File: src/rtl/alu_mc.sv
// alu_mc: multi-cycle ALU with valid/ready handshake; optional iterative multiplier enabled by ALU_MC_MUL_EN
// Ports: clk, rst_n (async active-low); in_valid/in_ready request handshake with op[2:0], a, b;
//        out_valid/out_ready result handshake with result and flags cout, ovf, zero, neg, err.
// Without ALU_MC_MUL_EN, op 110 behaves exactly like the illegal op 111.
module alu_mc #(
  parameter int WIDTH = 32
) (
  input  logic             clk,
  input  logic             rst_n,
  input  logic             in_valid,
  output logic             in_ready,
  input  logic [2:0]       op,
  input  logic [WIDTH-1:0] a,
  input  logic [WIDTH-1:0] b,
  output logic             out_valid,
  input  logic             out_ready,
  output logic [WIDTH-1:0] result,
  output logic             cout,
  output logic             ovf,
  output logic             zero,
  output logic             neg,
  output logic             err
);
  localparam int SW = $clog2(WIDTH);
`ifdef ALU_MC_MUL_EN
  localparam int CW = $clog2(WIDTH);
  typedef enum logic [1:0] {IDLE, BUSY, DONE} state_t;
`else
  typedef enum logic {IDLE, DONE} state_t;
`endif
  state_t state;
  logic [WIDTH:0] sum, diff;
  logic signed [WIDTH-1:0] sra;
  logic [WIDTH-1:0] asr, res;
  logic c, v, e;
`ifdef ALU_MC_MUL_EN
  logic [WIDTH-1:0] mcand;
  logic [2*WIDTH-1:0] prod, nxt;
  logic [WIDTH:0] madd;
  logic [CW-1:0] cnt;
`endif
  always_comb begin
    sum  = {1'b0, a} + {1'b0, b};
    diff = {1'b0, a} - {1'b0, b};
    // kept in its own signed variable so the shift stays arithmetic
    sra  = $signed(a) >>> b[SW-1:0];
    asr  = (b >= WIDTH'(WIDTH)) ? {WIDTH{a[WIDTH-1]}} : sra;
    res  = op == 3'b000 ? ~a :
           op == 3'b001 ? a & b :
           op == 3'b010 ? asr :
           op == 3'b011 ? a ^ b :
           op == 3'b100 ? sum[WIDTH-1:0] :
           op == 3'b101 ? diff[WIDTH-1:0] : '0;
    c    = op == 3'b100 ? sum[WIDTH] : op == 3'b101 ? diff[WIDTH] : 1'b0;
    v    = op == 3'b100 ? (a[WIDTH-1] == b[WIDTH-1]) && (sum[WIDTH-1] != a[WIDTH-1]) :
           op == 3'b101 ? (a[WIDTH-1] != b[WIDTH-1]) && (diff[WIDTH-1] != a[WIDTH-1]) : 1'b0;
    // 110 only reaches this path when the multiplier is absent
    e    = op[2] & op[1];
  end
`ifdef ALU_MC_MUL_EN
  // shift-add step: upper half accumulates, lower half shifts out the multiplier bits
  always_comb begin
    madd = {1'b0, prod[2*WIDTH-1:WIDTH]} + (prod[0] ? {1'b0, mcand} : '0);
    nxt  = {madd, prod[WIDTH-1:1]};
  end
`endif
  always_ff @(posedge clk or negedge rst_n) begin
    if (!rst_n) begin
      state     <= IDLE;
      in_ready  <= 1'b1;
      out_valid <= 1'b0;
      result    <= '0;
      cout      <= 1'b0;
      ovf       <= 1'b0;
      zero      <= 1'b0;
      neg       <= 1'b0;
      err       <= 1'b0;
`ifdef ALU_MC_MUL_EN
      mcand     <= '0;
      prod      <= '0;
      cnt       <= '0;
    end else if (state == IDLE && in_valid && op == 3'b110) begin
      state    <= BUSY;
      in_ready <= 1'b0;
      mcand    <= a;
      prod     <= {{WIDTH{1'b0}}, b};
      cnt      <= '0;
    end else if (state == BUSY) begin
      prod <= nxt;
      cnt  <= cnt + 1'b1;
      // the last step's product is registered directly so DONE follows exactly WIDTH busy cycles
      if (cnt == CW'(WIDTH - 1)) begin
        state     <= DONE;
        out_valid <= 1'b1;
        result    <= nxt[WIDTH-1:0];
        cout      <= |nxt[2*WIDTH-1:WIDTH];
        ovf       <= 1'b0;
        zero      <= nxt[WIDTH-1:0] == '0;
        neg       <= nxt[WIDTH-1];
        err       <= 1'b0;
      end
`endif
    end else if (state == IDLE && in_valid) begin
      state     <= DONE;
      in_ready  <= 1'b0;
      out_valid <= 1'b1;
      result    <= res;
      cout      <= c;
      ovf       <= v;
      zero      <= res == '0;
      neg       <= res[WIDTH-1];
      err       <= e;
    end else if (state == DONE && out_ready) begin
      state     <= IDLE;
      in_ready  <= 1'b1;
      out_valid <= 1'b0;
    end
  end
endmodule

File: config.mk
export PLATFORM = sky130hd
export DESIGN_NAME = alu_mc
export DESIGN_NICKNAME = d
export VERILOG_FILES = /design/src/rtl/alu_mc.sv
export SDC_FILE = /design/constraint.sdc
export NUM_CORES = 1
export LEC_CHECK = 0
export ABC_AREA = 0
export ABC_CLOCK_PERIOD_IN_PS = 2290
export CAP_MARGIN = 25
export CORE_ASPECT_RATIO = 0.75
export CORE_UTILIZATION = 50
export CTS_BUF_LIST = sky130_fd_sc_hd__clkbuf_4 sky130_fd_sc_hd__clkbuf_8 sky130_fd_sc_hd__clkbuf_16
export CTS_CLUSTER_SIZE = 12
export DETAILED_ROUTE_END_ITERATION = 12
export GPL_TIMING_DRIVEN = 0
export HOLD_SLACK_MARGIN = 0.08
export PLACE_DENSITY = 0.69
export SYNTH_ARGS = -nofsm -noshare
export SYNTH_HDL_FRONTEND = slang
export SYNTH_SLANG_ARGS = --single-unit
File: constraint.sdc
create_clock -name clk -period 2.29 [get_ports clk]
set_clock_uncertainty 0.05 [all_clocks]
set_input_delay 0.3435 -clock clk [delete_from_list [all_inputs] [get_ports clk]]
set_output_delay 0.3435 -clock clk [all_outputs]
set_load 0.1 [all_outputs]
=== Word-level counts from Yosys, hierarchy flattened ===
Cells that the tools add are included.
W data, S select, Z words.

* Bits in registers: 39
* Input port bits: 71
* Output and inout port bits: 39
* Logic and storage cells: 48

* Add/sub/neg operators: 2
* $lt $le $gt $ge: 1
* Eq/ne operators: 9
* Shift operators: 1
* Mux-type cells: 15
* Bitwise gates (word level): 5
* Reductions and logical operators: 7

{| class="wikitable"
|+ Operators with widths
! operator !! count
|-
| $mux W32 || 7
|-
| $add A32 B32 Y33 || 1
|-
| $sub A32 B32 Y33 || 1
|-
| $and A32 B32 Y32 || 1
|-
| $ge A32 B6 Y1 const B || 1
|-
| $logic_not A32 Y1 || 1
|-
| $not A32 Y32 || 1
|-
| $sshr A32 B5 Y32 || 1
|-
| $xor A32 B32 Y32 || 1
|-
| $mux W1 || 8
|-
| $eq A3 B2 Y1 const B || 2
|-
| $eq A3 B3 Y1 const B || 2
|-
| $logic_and A1 B1 Y1 || 4
|-
| $eq A3 B1 Y1 const B || 1
|-
| $logic_not A3 Y1 || 1
|-
| $ne A1 B1 Y1 || 3
|-
| $reduce_bool A2 Y1 || 1
|-
| $and A1 B1 Y1 || 1
|-
| $eq A1 B1 Y1 || 1
|-
| $not A1 Y1 || 1
|}

=== Longest topological paths before layout ===
* Word-level depth: 8
* Gate-level depth with buffers: 19
* Depth with buffers taken out: 15

=== Worst setup path after synthesis ===
No wires, ideal clock.

* Path kind: in2reg
* From: input b[2]
* To: register zero
* Data arrival time: 3.929 ns
* Data required time: 2.174 ns
* Setup slack: -1.755 ns
* Cell stages on the path: 19
* Buffers on the path: 5
* Cell sequence: buf_6 > buf_8 > buf_4 > inv_2 > buf_2 > ha_1 > buf_2 > nor2b_1 > o2111ai_2 > a21oi_1 > o21a_1 > a211o_1 > a31o_2 > a2111oi_2 > and4_1 > nand4b_1 > or3_1 > nor4_1 > a41o_1

* Longest elaborated chain between the ends: 8
* Elaborated cells between the ends (all ways): 14

{| class="wikitable"
|+ RTL lines
! what !! line !! RTL
|-
| from (decl) || 14 || <nowiki>input logic [WIDTH-1:0] b,</nowiki>
|-
| $sub A32 B32 Y33 || 44 || <nowiki>diff = {1'b0, a} - {1'b0, b};</nowiki>
|-
| $mux W32 || 53 || <nowiki>op == 3'b101 ? diff[WIDTH-1:0] : '0;</nowiki>
|-
| $mux W32 || 52 || <nowiki>op == 3'b100 ? sum[WIDTH-1:0] :</nowiki>
|-
| $mux W32 || 51 || <nowiki>op == 3'b011 ? a ^ b :</nowiki>
|-
| $mux W32 || 50 || <nowiki>op == 3'b010 ? asr :</nowiki>
|-
| $mux W32 (*) || 49 || <nowiki>op == 3'b001 ? a & b :</nowiki>
|-
| $mux W32 (*) || 48 || <nowiki>res = op == 3'b000 ? ~a :</nowiki>
|-
| $logic_not A32 Y1 (*) || 110 || <nowiki>zero <= res == '0;</nowiki>
|-
| to (signal assigned) || 75 || <nowiki>zero <= 1'b0;</nowiki>
|-
| to (signal assigned) || 110 ||
|-
| to (decl) || 20 || <nowiki>output logic zero,</nowiki>
|}

Every way passes the cells marked *; elsewhere a longest branch is shown, timed or not.
A chain may end at the register's enable or synchronous reset.

=== Final worst setup path ===
Same ends and word-level chain as after synthesis.

==> flow_summary_export.csv <==
group,metric,value,unit
run_status,outcome,"complete, but fails checks",
run_status,violations,"negative setup slack",
worst_setup_path,path_max_fanout,5,
die,start_util,51.1,%
power_and_ir_drop,leakage,5.26,nW
clocking,ctsHoldBuffers,0,
sta,fin_crit_sh,164,%
worst_setup_path,critical_path_class,"input pin to flop",
worst_setup_path,crit_path_start,"b[2]",
sta,setup_tns,-22.38,ns
logic_synthesis,ys_seq_area_share,11.1,%
power_and_ir_drop,total_power,0.00655,W
sta,maxSlewHeadroom,32.7,%
place,place_hpwl,32100,um
worst_setup_path,worstPathRequired,2.47,ns
worst_setup_path,crit_chain,"buf_8 -> buf_12 -> buf_12 -> buf_8 -> clkinv_8 -> buf_12 -> ha_4 -> buf_12 -> buf_6 -> o2111ai_4 -> buf_6 -> nand4_1 -> a31oi_4 -> o311ai_4 -> a211o_1 -> a2111o_1 -> mux2i_1 -> o21a_1 -> nand4b_1 -> nor4_1 -> a41o_1",
logic_synthesis,syn_inst,1197,
layout,nFillCells,1234,
logic_synthesis,syn_area_per_cell,7.17,um^2
die,core-area,0.0168,mm^2
logic_synthesis,netlist_area,0.00858,mm^2
clocking,cts.htree.levels,2,
logic_synthesis,yosys_warnings,0,
power_and_ir_drop,powerDensity,515,mW/mm^2
global_route,grt_pass1_vias,10600,
logic_synthesis,synth_mux_area_share,14.8,%
die,ios,110,
clocking,cts_buffers,5,
global_route,antenna_found_initial,1,
global_route,overflow,0,
place,numPortBuffers,108,
sta,setup_slack,-1.46,ns
worst_setup_path,r2r-start,"out_valid$_DFFE_PN0P_",
job,maxCapViolations,0,
logic_synthesis,synth_compound_area_share,32.7,%
detailed_routing,first_iter_violations,1682,
global_route,grt_pass1_wl,64000,um
logic_synthesis,async_reset_ff_share,100,%
clocking,clockRootBuffer,"clkbuf_16",
logic_synthesis,ys_ff_latch,38,
clocking,cts_tree,"built",
layout,syn2layout_area_growth,48.4,%
worst_setup_path,start_kind,"input pin",
logic_synthesis,synth_edf_count,0,
die,fp.dieH,115,um
worst_hold_path,hold_class,"input pin to asynchronous set/reset pin",
detailed_routing,via_per_inst,7.17,
place,dp_worst_setup_slack,-2.97,ns
place,gp_congestion,1.05,
sta,rsz0062_at_grt,"yes",
detailed_routing,drc,0,
worst_setup_path,worstPathArrival,3.93,ns
clocking,clkSinkCount,38,
clocking,worstSkewPairLatency,0.29,ns
global_route,grt_max_degree,39,
worst_setup_path,path_common_cell,"buf_12",
detailed_routing,drt_pre_antenna_iters,6,
sta,hold_viol,0,
die,dieArea,0.0177,mm^2
detailed_routing,ant_nets,0,
clocking,cts.clk_slew.worst_paths,0.06,ns
layout,drive_above_1_share,35.5,%
worst_setup_path,critPathCaptureType,"flop",
sta,maxClockFrequency,267,MHz
sta,drv_slew,0,
logic_synthesis,ys_types,82,
detailed_routing,via_count,11600,
sta,tightest_slew,1.01,ns
detailed_routing,drt-total-wl,43700,um
logic_synthesis,synth_top_family_by_area,"compound AO/OA/AOI/OAI gates",
global_route,grt_usage,47.6,%
sta,fin_crit,3.75,ns
logic_synthesis,synthAdderAreaFrac,9.95,%
die,num_rows,41,
sta,finalSetupViolCount,35,
worst_setup_path,crit_slowest_cell,"a2111o_1",
logic_synthesis,synth-main-ff-cell,"dfrtp_1",
logic_synthesis,synth_xor_area_share,2.65,%
power_and_ir_drop,ir_drop,0.452,mV
logic_synthesis,synthSimpleGateAreaFrac,20.8,%
detailed_routing,wl_per_cell,27.0,um
clocking,clock_path_buffers,2,
worst_setup_path,max_stage_delay,0.41,ns
die,die_w,153,um
logic_synthesis,synth_nets,1335,
layout,final_net_count,1537,
[cell type report]
class,instances,area [um^2],share of cell area [%]
repair buffers,203,1750,13.7
flip-flops and latches,38,952,7.48
multi-input cells,995,8630,67.7
inverters,79,338,2.65
diodes,2,5.00,0.0393
plain buffers,77,644,5.06
clock inverters,2,12.5,0.0983
clock buffers,6,139,1.09
well taps,215,269,2.11
[power by group]
group	switching (W)	total, W	internal (W)	leakage (nW)
Sequential	0.0000915	0.000918	0.000826	0.479
Combinational	0.00326	0.00491	0.00165	4.71
Clock	0.000295	0.000727	0.000431	0.0729
[critical path: cells and delay by family]
family / cells / cell delay (ns)
AND/OR/NAND/NOR: 3 / 0.61
AO/OA/AOI/OAI: 7 / 1.62
adder cells (fa/ha/maj): 1 / 0.21
multiplexers: 1 / 0.15
buffers and inverters: 9 / 0.99
[cells in the final DEF, fill, tap and decap left out, types with 9 or more instances in the layout]
| cell | netlist | final |
|---|---|---|
| nor2_2 | 0 | 9 |
| a21oi_2 | 1 | 25 |
| o211ai_1 | 18 | 18 |
| nand4_1 | 9 | 9 |
| a21oi_1 | 99 | 69 |
| nand2_2 | 0 | 11 |
| buf_2 | 16 | 35 |
| nand3_1 | 23 | 16 |
| o21ai_1 | 5 | 25 |
| mux4_2 | 26 | 26 |
| buf_4 | 3 | 81 |
| nor2_1 | 111 | 99 |
| xnor2_1 | 21 | 15 |
| dlygate4sd2_1 | 0 | 16 |
| clkbuf_1 | 54 | 13 |
| clkdlybuf4s50_1 | 0 | 44 |
| a21o_1 | 18 | 16 |
| clkbuf_2 | 0 | 18 |
| ha_4 | 0 | 19 |
| dfrtp_1 | 37 | 37 |
| ha_1 | 65 | 40 |
| a211o_1 | 9 | 9 |
| o21ai_0 | 101 | 61 |
| clkbuf_4 | 0 | 12 |
| nor2b_1 | 17 | 14 |
| mux2i_1 | 51 | 49 |
| nor3_1 | 25 | 18 |
| nand2_1 | 145 | 132 |
| inv_1 | 76 | 69 |
| a221o_1 | 9 | 9 |
| o21ai_2 | 0 | 18 |
| buf_6 | 3 | 29 |
| o21a_1 | 9 | 9 |
[flip-flops by register name, summed over array words and instances (netlist names)]
name / flops
cout: 1
err: 1
zero: 1
out_valid: 1
in_ready: 1
ovf: 1
result: 32
[synthesized netlist by cell type (11+ instances only)]
master	count	area [um^2]
nor2b_1	17	106
a211oi_1	13	97.6
nor4_1	12	75.1
o211ai_1	18	135
nor3_1	25	125
mux2i_1	51	510
dfrtp_1	37	926
mux2_2	14	158
a21oi_1	99	495
mux4_2	26	586
inv_1	76	285
a21o_1	18	135
ha_1	65	813
a31oi_1	13	81.3
nand2_1	145	544
buf_2	16	80.1
o31ai_1	15	113
a221oi_1	11	96.3
nor2_1	111	417
clkbuf_1	54	203
o221ai_1	11	96.3
xnor2_1	21	184
o21ai_0	101	505
nand3_1	23	115
[cell families after synthesis]
group / after synthesis
xor+xnor: 26
flops: 38
simple gates: 390
compound gates: 420
mux: 92
buf+inv: 164
fa+ha+maj: 67
[path summary, 6_finish.rpt]
| path | to | slack [ns] | depth (start not counted) |
|---|---|---|---|
| max in group asynchronous | result[26]$_DFFE_PN0P_ | 1.54 | 1 |
| hold reg to reg | result[5]$_DFFE_PN0P_ | 0.42 | 2 |
| setup reg to reg | result[15]$_DFFE_PN0P_ | 0.24 | 5 |
| min in group clk | result[5]$_DFFE_PN0P_ | 0.42 | 2 |
| setup / recovery | zero$_DFFE_PN0P_ | -1.46 | 21 |
| hold / removal | result[2]$_DFFE_PN0P_ | 0.11 | 1 |
[repair_timing]
item	in CTS	in global routing
setup endpoints to repair	36	36
gates resized for setup	533	147
pin swaps	99	66
buffers inserted	70	29
cloned	0	0
[per-stage QoR]
stage	utilization (%)	area, um^2	std cells	hold slack [ns]
3_3_place_gp	60.0	10100	1520	0.411
3_5_place_dp	60.0	10100	1520	0.414
4_1_cts	72.4	12100	1591	0.132
2_1_floorplan	-	8720	1197	-0.00209
6_report	75.9	12700	1617	0.111
5_1_grt	75.9	12700	1616	0.176
[routing by layer]
| layer | global-route usage (%) | vias up | wire [um] |
|---|---|---|---|
| li1 | - | 4885 | - |
| met3 | 18.2 | 237 | 7220 |
| met2 | 67.0 | 1008 | 16900 |
| met1 | 64.9 | 5458 | 17200 |
| met4 | 19.3 | 0 | 2340 |
| met5 | 0 | - | 0 |
No activity file was read; power rests on OpenSTA's default activity.
